File: src/rtl/mux_sel_arb4.sv
// Round-robin arbiter feeding the select of a quad 4-1 mux and capturing its output
// behind a valid/ready handshake. Define MUX_ARB_FASTPATH_EN to re-arbitrate on acceptance.
module mux_sel_arb4 #(
  parameter int WIDTH = 4
) (
  input  logic             clk,
  input  logic             rst,
  input  logic [3:0]       req,
  output logic [3:0]       gnt,
  output logic [1:0]       S,
  input  logic [WIDTH-1:0] mux_out,
  output logic [WIDTH-1:0] out_data,
  output logic             out_valid,
  input  logic             out_ready
);

  typedef enum logic [1:0] {
    IDLE    = 2'd0,
    CAPTURE = 2'd1,
    HOLD    = 2'd2
  } state_t;

  state_t             state_q, state_d;
  logic [1:0]         s_q, s_d;
  logic [1:0]         last_q, last_d;
  logic [3:0]         gnt_q, gnt_d;
  logic               valid_q, valid_d;
  logic [WIDTH-1:0]   data_q, data_d;

  // Lowest offset from last+1 wins; scanning offsets high-to-low lets the last write win.
  function automatic logic [1:0] rr_pick(input logic [3:0] r, input logic [1:0] last);
    logic [1:0] idx;
    rr_pick = last;
    for (int k = 4; k >= 1; k--) begin
      idx = last + 2'(k);
      if (r[idx]) rr_pick = idx;
    end
  endfunction

  function automatic logic [3:0] onehot(input logic [1:0] sel);
    onehot = 4'b0001 << sel;
  endfunction

`ifdef MUX_ARB_FASTPATH_EN
  logic [3:0] req_masked;
  assign req_masked = req & ~gnt_q;
`endif

  always_comb begin
    state_d = state_q;
    s_d     = s_q;
    last_d  = last_q;
    gnt_d   = 4'b0000;
    valid_d = valid_q;
    data_d  = data_q;
    unique case (state_q)
      IDLE: begin
        if (|req) begin
          s_d     = rr_pick(req, last_q);
          last_d  = rr_pick(req, last_q);
          state_d = CAPTURE;
        end
      end
      CAPTURE: begin
        data_d  = mux_out;
        valid_d = 1'b1;
        gnt_d   = onehot(s_q);
        state_d = HOLD;
      end
      HOLD: begin
        if (valid_q && out_ready) begin
          valid_d = 1'b0;
          state_d = IDLE;
`ifdef MUX_ARB_FASTPATH_EN
          // The lane granted this cycle is masked so its still-high req is not re-served.
          if (|req_masked) begin
            s_d     = rr_pick(req_masked, last_q);
            last_d  = rr_pick(req_masked, last_q);
            state_d = CAPTURE;
          end
`endif
        end
      end
      default: state_d = IDLE;
    endcase
  end

  always_ff @(posedge clk) begin
    if (rst) begin
      state_q <= IDLE;
      s_q     <= 2'd0;
      last_q  <= 2'd3;
      gnt_q   <= 4'b0000;
      valid_q <= 1'b0;
      data_q  <= '0;
    end else begin
      state_q <= state_d;
      s_q     <= s_d;
      last_q  <= last_d;
      gnt_q   <= gnt_d;
      valid_q <= valid_d;
      data_q  <= data_d;
    end
  end

  assign S         = s_q;
  assign gnt       = gnt_q;
  assign out_valid = valid_q;
  assign out_data  = data_q;

endmodule

File: config.mk
export PLATFORM = sky130hd
export DESIGN_NAME = mux_sel_arb4
export DESIGN_NICKNAME = d
export VERILOG_FILES = /design/src/rtl/mux_sel_arb4.sv
export SDC_FILE = /design/constraint.sdc
export NUM_CORES = 1
export LEC_CHECK = 0
export CORE_MARGIN = 5
export CORE_UTILIZATION = 40
export CTS_CLUSTER_SIZE = 24
export DETAILED_ROUTE_END_ITERATION = 10
export GPL_TIMING_DRIVEN = 0
export PLACE_DENSITY_LB_ADDON = 0.25
export SKIP_CTS_REPAIR_TIMING = 1
export SLEW_MARGIN = 20
export SYNTH_ARGS = -nofsm -noshare
export SYNTH_HDL_FRONTEND = slang
export SYNTH_SLANG_ARGS = --single-unit
File: constraint.sdc
create_clock -name clk -period 3.5 [get_ports clk]
set_input_delay 0.7 -clock clk [delete_from_list [all_inputs] [get_ports clk]]
set_output_delay 0.7 -clock clk [all_outputs]
set_load 0.01 [all_outputs]
==> results of run 1 <==
==> cell usage in the layout (no fill, tap or decap) <==
master / count
sky130_fd_sc_hd__a211o_1: 1
sky130_fd_sc_hd__a211oi_1: 3
sky130_fd_sc_hd__a211oi_2: 1
sky130_fd_sc_hd__a21boi_0: 1
sky130_fd_sc_hd__a21oi_1: 10
sky130_fd_sc_hd__buf_4: 1
sky130_fd_sc_hd__clkbuf_1: 2
sky130_fd_sc_hd__clkbuf_4: 3
sky130_fd_sc_hd__clkdlybuf4s50_1: 20
sky130_fd_sc_hd__clkinv_2: 1
sky130_fd_sc_hd__dfxtp_1: 15
sky130_fd_sc_hd__mux4_2: 1
sky130_fd_sc_hd__nand2_1: 13
sky130_fd_sc_hd__nand2b_1: 7
sky130_fd_sc_hd__nand3b_1: 1
sky130_fd_sc_hd__nor2_1: 4
sky130_fd_sc_hd__nor2b_1: 2
sky130_fd_sc_hd__nor3_1: 2
sky130_fd_sc_hd__nor4_1: 2
sky130_fd_sc_hd__nor4b_1: 3
sky130_fd_sc_hd__o211ai_1: 2
sky130_fd_sc_hd__o21a_1: 1
==> final cells by class <==
class / instances / area [µm²]
tap: 16 / 20.0
multi-input combinational: 54 / 323
buffer: 3 / 15.0
timing repair buffer: 20 / 200
sequential: 15 / 300
clock buffer: 3 / 22.5
fill: 140 / 621
clock inverter: 1 / 5.00
==> logic make-up (layout without fill, tap and decap cells) <==
family                 count (synthesis)  count (layout)  share of synthesized area (%)
buffers and inverters                  3              27                           2.35
flip-flops                            15              15                           47.1
multiplexers                           1               1                           3.53
AND/OR/NAND/NOR                       34              34                           27.6
AO/OA/AOI/OAI                         19              19                           19.4
==> through the flow <==
stage | hold slack, ns | power [µW] | setup WS [ns]
6_report | 0.464 | 410 | 1.54
5_1_grt | 0.484 | 440 | 1.47
4_1_cts | 0.461 | 413 | 1.54
3_5_place_dp | 0.448 | 317 | 1.30
3_3_place_gp | 0.443 | 316 | 1.32
2_1_floorplan | 0.481 | 271 | 1.84
==> registers in the layout (all words and copies together), names as in the netlist <==
register / cells
gnt: 4
out_data: 4
S: 2
last_q: 2
state_q: 2
out_valid: 1
==> worst paths after layout <==
| path | cells past startpoint | endpoint | slack [ns] | start |
|---|---|---|---|---|
| setup / recovery | 1 | S[0] | 1.54 | S[0] |
| hold / removal | 2 | out_data[1] | 0.46 | out_data[1] |
| setup reg to reg | 3 | last_q[0] | 2.17 | last_q[1] |
| hold reg to reg | 2 | out_data[1] | 0.46 | out_data[1] |
==> power breakdown <==
group          total (µW)  switching, µW  internal, µW
Combinational         105           45.8          58.7
Sequential            208           18.9           189
Clock                97.5           55.3          42.3
Total                 410            120           290
==> routing by layer <==
metal	global-route usage, %	vias to the layer above	wire length [µm]
li1	-	311	-
met3	5.12	2	76
met4	3.93	0	16
met5	0	-	0
met1	16.6	266	655
met2	14.8	12	574
==> key figures, run 1 <==
Status
  – Run status: completed

Timing
  – Final setup violating endpoints: 0
  – Final period utilization: 56.1%
  – Slew Limit Fails: 0
  – Final number of hold-violating endpoints: 0
  – Relative max-transition margin: 71.9%
  – Unrepaired setup endpoints after global routing: false
  – Final worst path period need: 1.96 ns
  – Transition time at the pin with the least slew margin: 0.421 ns
  – Top achievable clock speed: 509 MHz
  – Summed negative setup slack over all endpoints: 0 ns
  – Clock Skews: 0.00219 ns

Worst hold path
  – Class of the worst hold path: flip-flop to flip-flop

Clock tree
  – Post-CTS clock slew at the launch and capture registers of the worst setup and hold paths: 0.09 ns
  – Cell at the root of the clock tree: sky130_fd_sc_hd__clkbuf_4
  – Bufs on Longest Clock Path: 2
  – Clock latency on the worst-skew pair: 0.27 ns
  – Maximum level of the CTS H-tree: 1
  – TritonCTS clock tree: yes
  – Clock sinks: 15
  – Total clock buffers created by CTS: 3

GRT
  – Global-route wire length before repair: 2270 µm
  – Number of global-route vias before repair: 502
  – Leftover overflow at the end of global routing: 0
  – Gr usage total: 11.5%
  – Initial antenna violation count: 0
  – Pin count of the biggest net entering global routing: 11

Synthesis
  – Avg Inst Size Synth: 8.86 µm²
  – Top cell type by total area after synthesis: sky130_fd_sc_hd__dfxtp_1
  – Seq cells post-synth: 15
  – Share of flip-flops with an asynchronous set or reset: 0%
  – Cell with the most instances after synthesis: sky130_fd_sc_hd__dfxtp_1
  – Number of enable flip-flop cells after synthesis: 0
  – Top cells by area in the synthesized netlist: sky130_fd_sc_hd__dfxtp_1, sky130_fd_sc_hd__a21oi_1, sky130_fd_sc_hd__nand2_1
  – Number of warnings printed during yosys synthesis: 0
  – Share of synthesized area occupied by flip-flops and latches: 47.1%
  – Total nets after synthesis: 83
  – Number of distinct library cells after synthesis: 19
  – Commonest cells in the synthesized netlist: sky130_fd_sc_hd__dfxtp_1, sky130_fd_sc_hd__nand2_1, sky130_fd_sc_hd__a21oi_1, sky130_fd_sc_hd__nand2b_1, sky130_fd_sc_hd__nor2_1
  – Primary FF master, synth: sky130_fd_sc_hd__dfxtp_1
  – Share of Yosys cell area claimed by the top area cell type: 47.1%
  – Area of the mapped netlist: 638 µm²
  – Count of mapped cells out of synthesis: 72

Setup path
  – Critical path data required time: 2.80 ns
  – Startpoint-to-endpoint class of the critical path: flip-flop to output port
  – CP top delay family: buffers and inverters
  – Critical path arrival: 1.26 ns
  – Buf/Inv on CP: 1
  – Maximum net fanout on the critical path: 6
  – Crit path capture type: output port
  – Critical Path Start Type: flip-flop
  – Critical path cell sequence: clkdlybuf4s50_1
  – Critical-path top delay cell: sky130_fd_sc_hd__clkdlybuf4s50_1
  – Max incr delay on CP: 0.57 ns

Detailed routing
  – Pre-antenna DRT Iters: 4
  – Routed wire per std cell: 11.8 µm
  – Post-route ant nets: 0
  – Via density per instance: 5.28
  – Violation count after the first detailed-route iteration: 11
  – Remaining DRCs: 0
  – Routed via count: 591
  – Routed WL: 1320 µm

Placed design
  – Count of input and output buffers: 20
  – DP HPWL: 1010 µm
  – Cell count after placement: 108
  – Final estimated routing congestion in global placement: 0.706
  – Area post-placement: 858 µm²

Floorplan
  – Die footprint: 2490 µm²
  – Horizontal die dimension: 49.9 µm
  – Placement row count: 14
  – Height of the die: 49.9 µm
  – Core outline area: 1510 µm²
  – Initial Util: 42.4%
  – Io pins: 22

Pwr
  – Power density over cell area: 463 nW/µm²
  – Peak supply drop: 297 µV
  – Total leakage power: 0.000311 µW

Flow run
  – MaxCap Viol Count: 0

Final layout
  – Post-route non-filler standard cell count: 112
  – Relative area change from synthesis to final layout: 38.8%
  – Diode count: 0
  – Cell area after layout: 886 µm²
  – Fin util: 58.8%
  – Fraction of final layout cells sized beyond drive strength 1: 7.29%
  – # nets final: 108
Note: power is estimated with default switching activity, not from simulation.
==> run 2: changes to the inputs <==
CORE_UTILIZATION = 38   (was 40)
clock period = 1.7 ns   (was 3.5 ns; I/O delays follow)
==> run 2 against run 1 <==
Cell area stayed put. Wire length rose by 2.6%. Worst hold slack got worse by 0.023 ns. Global-route usage shrank 0.26 points. Sequential cell count is the same. Sequential share of layout area increased by 0.14 points. First-iteration DRC count shrank 18%. Via count grew 0.85%. Critical path depth is the same. Largest cell class unchanged. Non-clock buffer count unchanged. Worst setup slack got worse by 1.4 ns. Highest routed layer unchanged. Critical endpoint unchanged.
==> key figures, run 2 (synthesis gave the netlist of run 1 again) <==
Pwr
  – Total Power: 844 µW
  – Total leakage power: 0.000308 µW
  – Peak supply drop: 596 µV
  – Power density over cell area: 953 nW/µm²

Placed design
  – DP HPWL: 1050 µm
  – Final estimated routing congestion in global placement: 0.743
  – Count of input and output buffers: 20
  – Cell count after placement: 108
  – Area post-placement: 858 µm²

Timing
  – Top achievable clock speed: 628 MHz
  – Final number of hold-violating endpoints: 0
  – Final worst path period need: 1.59 ns
  – Clock Skews: 0.00778 ns
  – Transition time at the pin with the least slew margin: 0.437 ns
  – Final setup violating endpoints: 0
  – Slew Limit Fails: 0
  – Final period utilization: 93.6%
  – Unrepaired setup endpoints after global routing: false
  – Relative max-transition margin: 70.9%

Setup path
  – Startpoint of the worst-slack reg-to-reg timing path: last_q[1]
  – Crit path capture type: output port
  – Reg-to-reg slack, setup: 0.35 ns
  – Startpoint-to-endpoint class of the critical path: flip-flop to output port
  – Critical path data required time: 1.36 ns
  – Critical-path top delay cell: sky130_fd_sc_hd__clkdlybuf4s50_1
  – Buf/Inv on CP: 1
  – Worst reg2reg path depth: 3
  – Critical path cell sequence: clkdlybuf4s50_1
  – CP top delay family: buffers and inverters
  – Critical Path Start Type: flip-flop
  – Maximum net fanout on the critical path: 6
  – Setup crit start: S[0]
  – Capture point of the worst reg-to-reg path: last_q[0]
  – Max incr delay on CP: 0.56 ns
  – Critical path arrival: 1.25 ns

Detailed routing
  – Routed wire per std cell: 12.1 µm
  – Via density per instance: 5.32
  – Violation count after the first detailed-route iteration: 9
  – Routed WL: 1360 µm
  – Pre-antenna DRT Iters: 4
  – Remaining DRCs: 0
  – Post-route ant nets: 0
  – Routed via count: 596

Floorplan
  – Horizontal die dimension: 51.0 µm
  – Core outline area: 1540 µm²
  – Initial Util: 41.4%
  – Height of the die: 51.0 µm
  – Io pins: 22
  – Die footprint: 2600 µm²
  – Placement row count: 14

Final layout
  – # nets final: 108
  – Most common library cell in the layout ignoring fill and taps: sky130_fd_sc_hd__clkdlybuf4s50_1
  – Relative area change from synthesis to final layout: 38.8%
  – Fraction of final layout cells sized beyond drive strength 1: 7.29%
  – Post-route non-filler standard cell count: 112
  – Diode count: 0
  – Most used cells in the layout excluding fill and tap cells: sky130_fd_sc_hd__clkdlybuf4s50_1, sky130_fd_sc_hd__dfxtp_1, sky130_fd_sc_hd__nand2_1, sky130_fd_sc_hd__a21oi_1, sky130_fd_sc_hd__nand2b_1
  – Cell area after layout: 886 µm²

Worst hold path
  – Min-Delay Startpoint: rst
  – Sink of the worst hold path: gnt[2]
  – Class of the worst hold path: input pin to flip-flop
  – Cell depth of the worst min-delay path: 2

GRT
  – Leftover overflow at the end of global routing: 0
  – Number of global-route vias before repair: 525
  – Gr usage total: 11.3%
  – Pin count of the biggest net entering global routing: 11
  – Initial antenna violation count: 0
  – Global-route wire length before repair: 2290 µm

Clock tree
  – Post-CTS clock slew at the launch and capture registers of the worst setup and hold paths: 0.09 ns
  – Clock sinks: 15
  – Maximum level of the CTS H-tree: 1
  – Total clock buffers created by CTS: 3
  – TritonCTS clock tree: yes
  – Clock latency on the worst-skew pair: 0.28 ns
  – Bufs on Longest Clock Path: 2
  – Cell at the root of the clock tree: sky130_fd_sc_hd__clkbuf_4

Status
  – Run status: completed

Flow run
  – MaxCap Viol Count: 0
-- run 2: per-stage QoR --
step | setup WS, ns | utilization [%] | hold slack, ns | setup TNS, ns
detailed placement | -0.152 | 55.7 | 0.453 | -0.297
finish | 0.109 | 57.5 | 0.441 | 0
global route | 0.0201 | 57.5 | 0.470 | 0
CTS | 0.0887 | 57.4 | 0.444 | 0
floorplan | 0.405 | - | 0.476 | 0
global placement | -0.141 | 55.7 | 0.442 | -0.247
-- run 2: layer usage --
metal  share of wire (%)  vias to the layer above  track usage, %
met5                   0                        -               0
met4                0.81                        0            2.55
met3                 6.9                        2            4.65
met2                  49                       18            18.2
met1                  44                      271            13.9
li1                    -                      305               -
-- run 2: report_power, final --
part           internal, µW  total [µW]  switching (µW)
sequential              391         430            39.6
clock                  91.0         197             106
combinational           121         217            95.9
-- run 2: worst max-delay path by stage --
stage,cells after the start,to,slack [ns]
after CTS,1,S[1],0.09
after floorplan,4,last_q[0],0.40
after global placement,5,last_q[0],-0.14
after detailed placement,5,last_q[0],-0.15
final,1,S[0],0.11
after global routing,1,S[0],0.02
-- run 2: layout make-up --
cell class                 instances  area, µm²
clock buffer                       4       26.3
buffer                             3       15.0
sequential                        15        302
fill                             151        656
multi-input combinational         54        323
timing repair buffer              20        200
tap                               16       20.0
==> run 3: changes to the inputs <==
SKIP_LAST_GASP = 1   (was default)
==> results of run 3 <==
No change in the layout: final DEF, timing and power equal those of run 2.
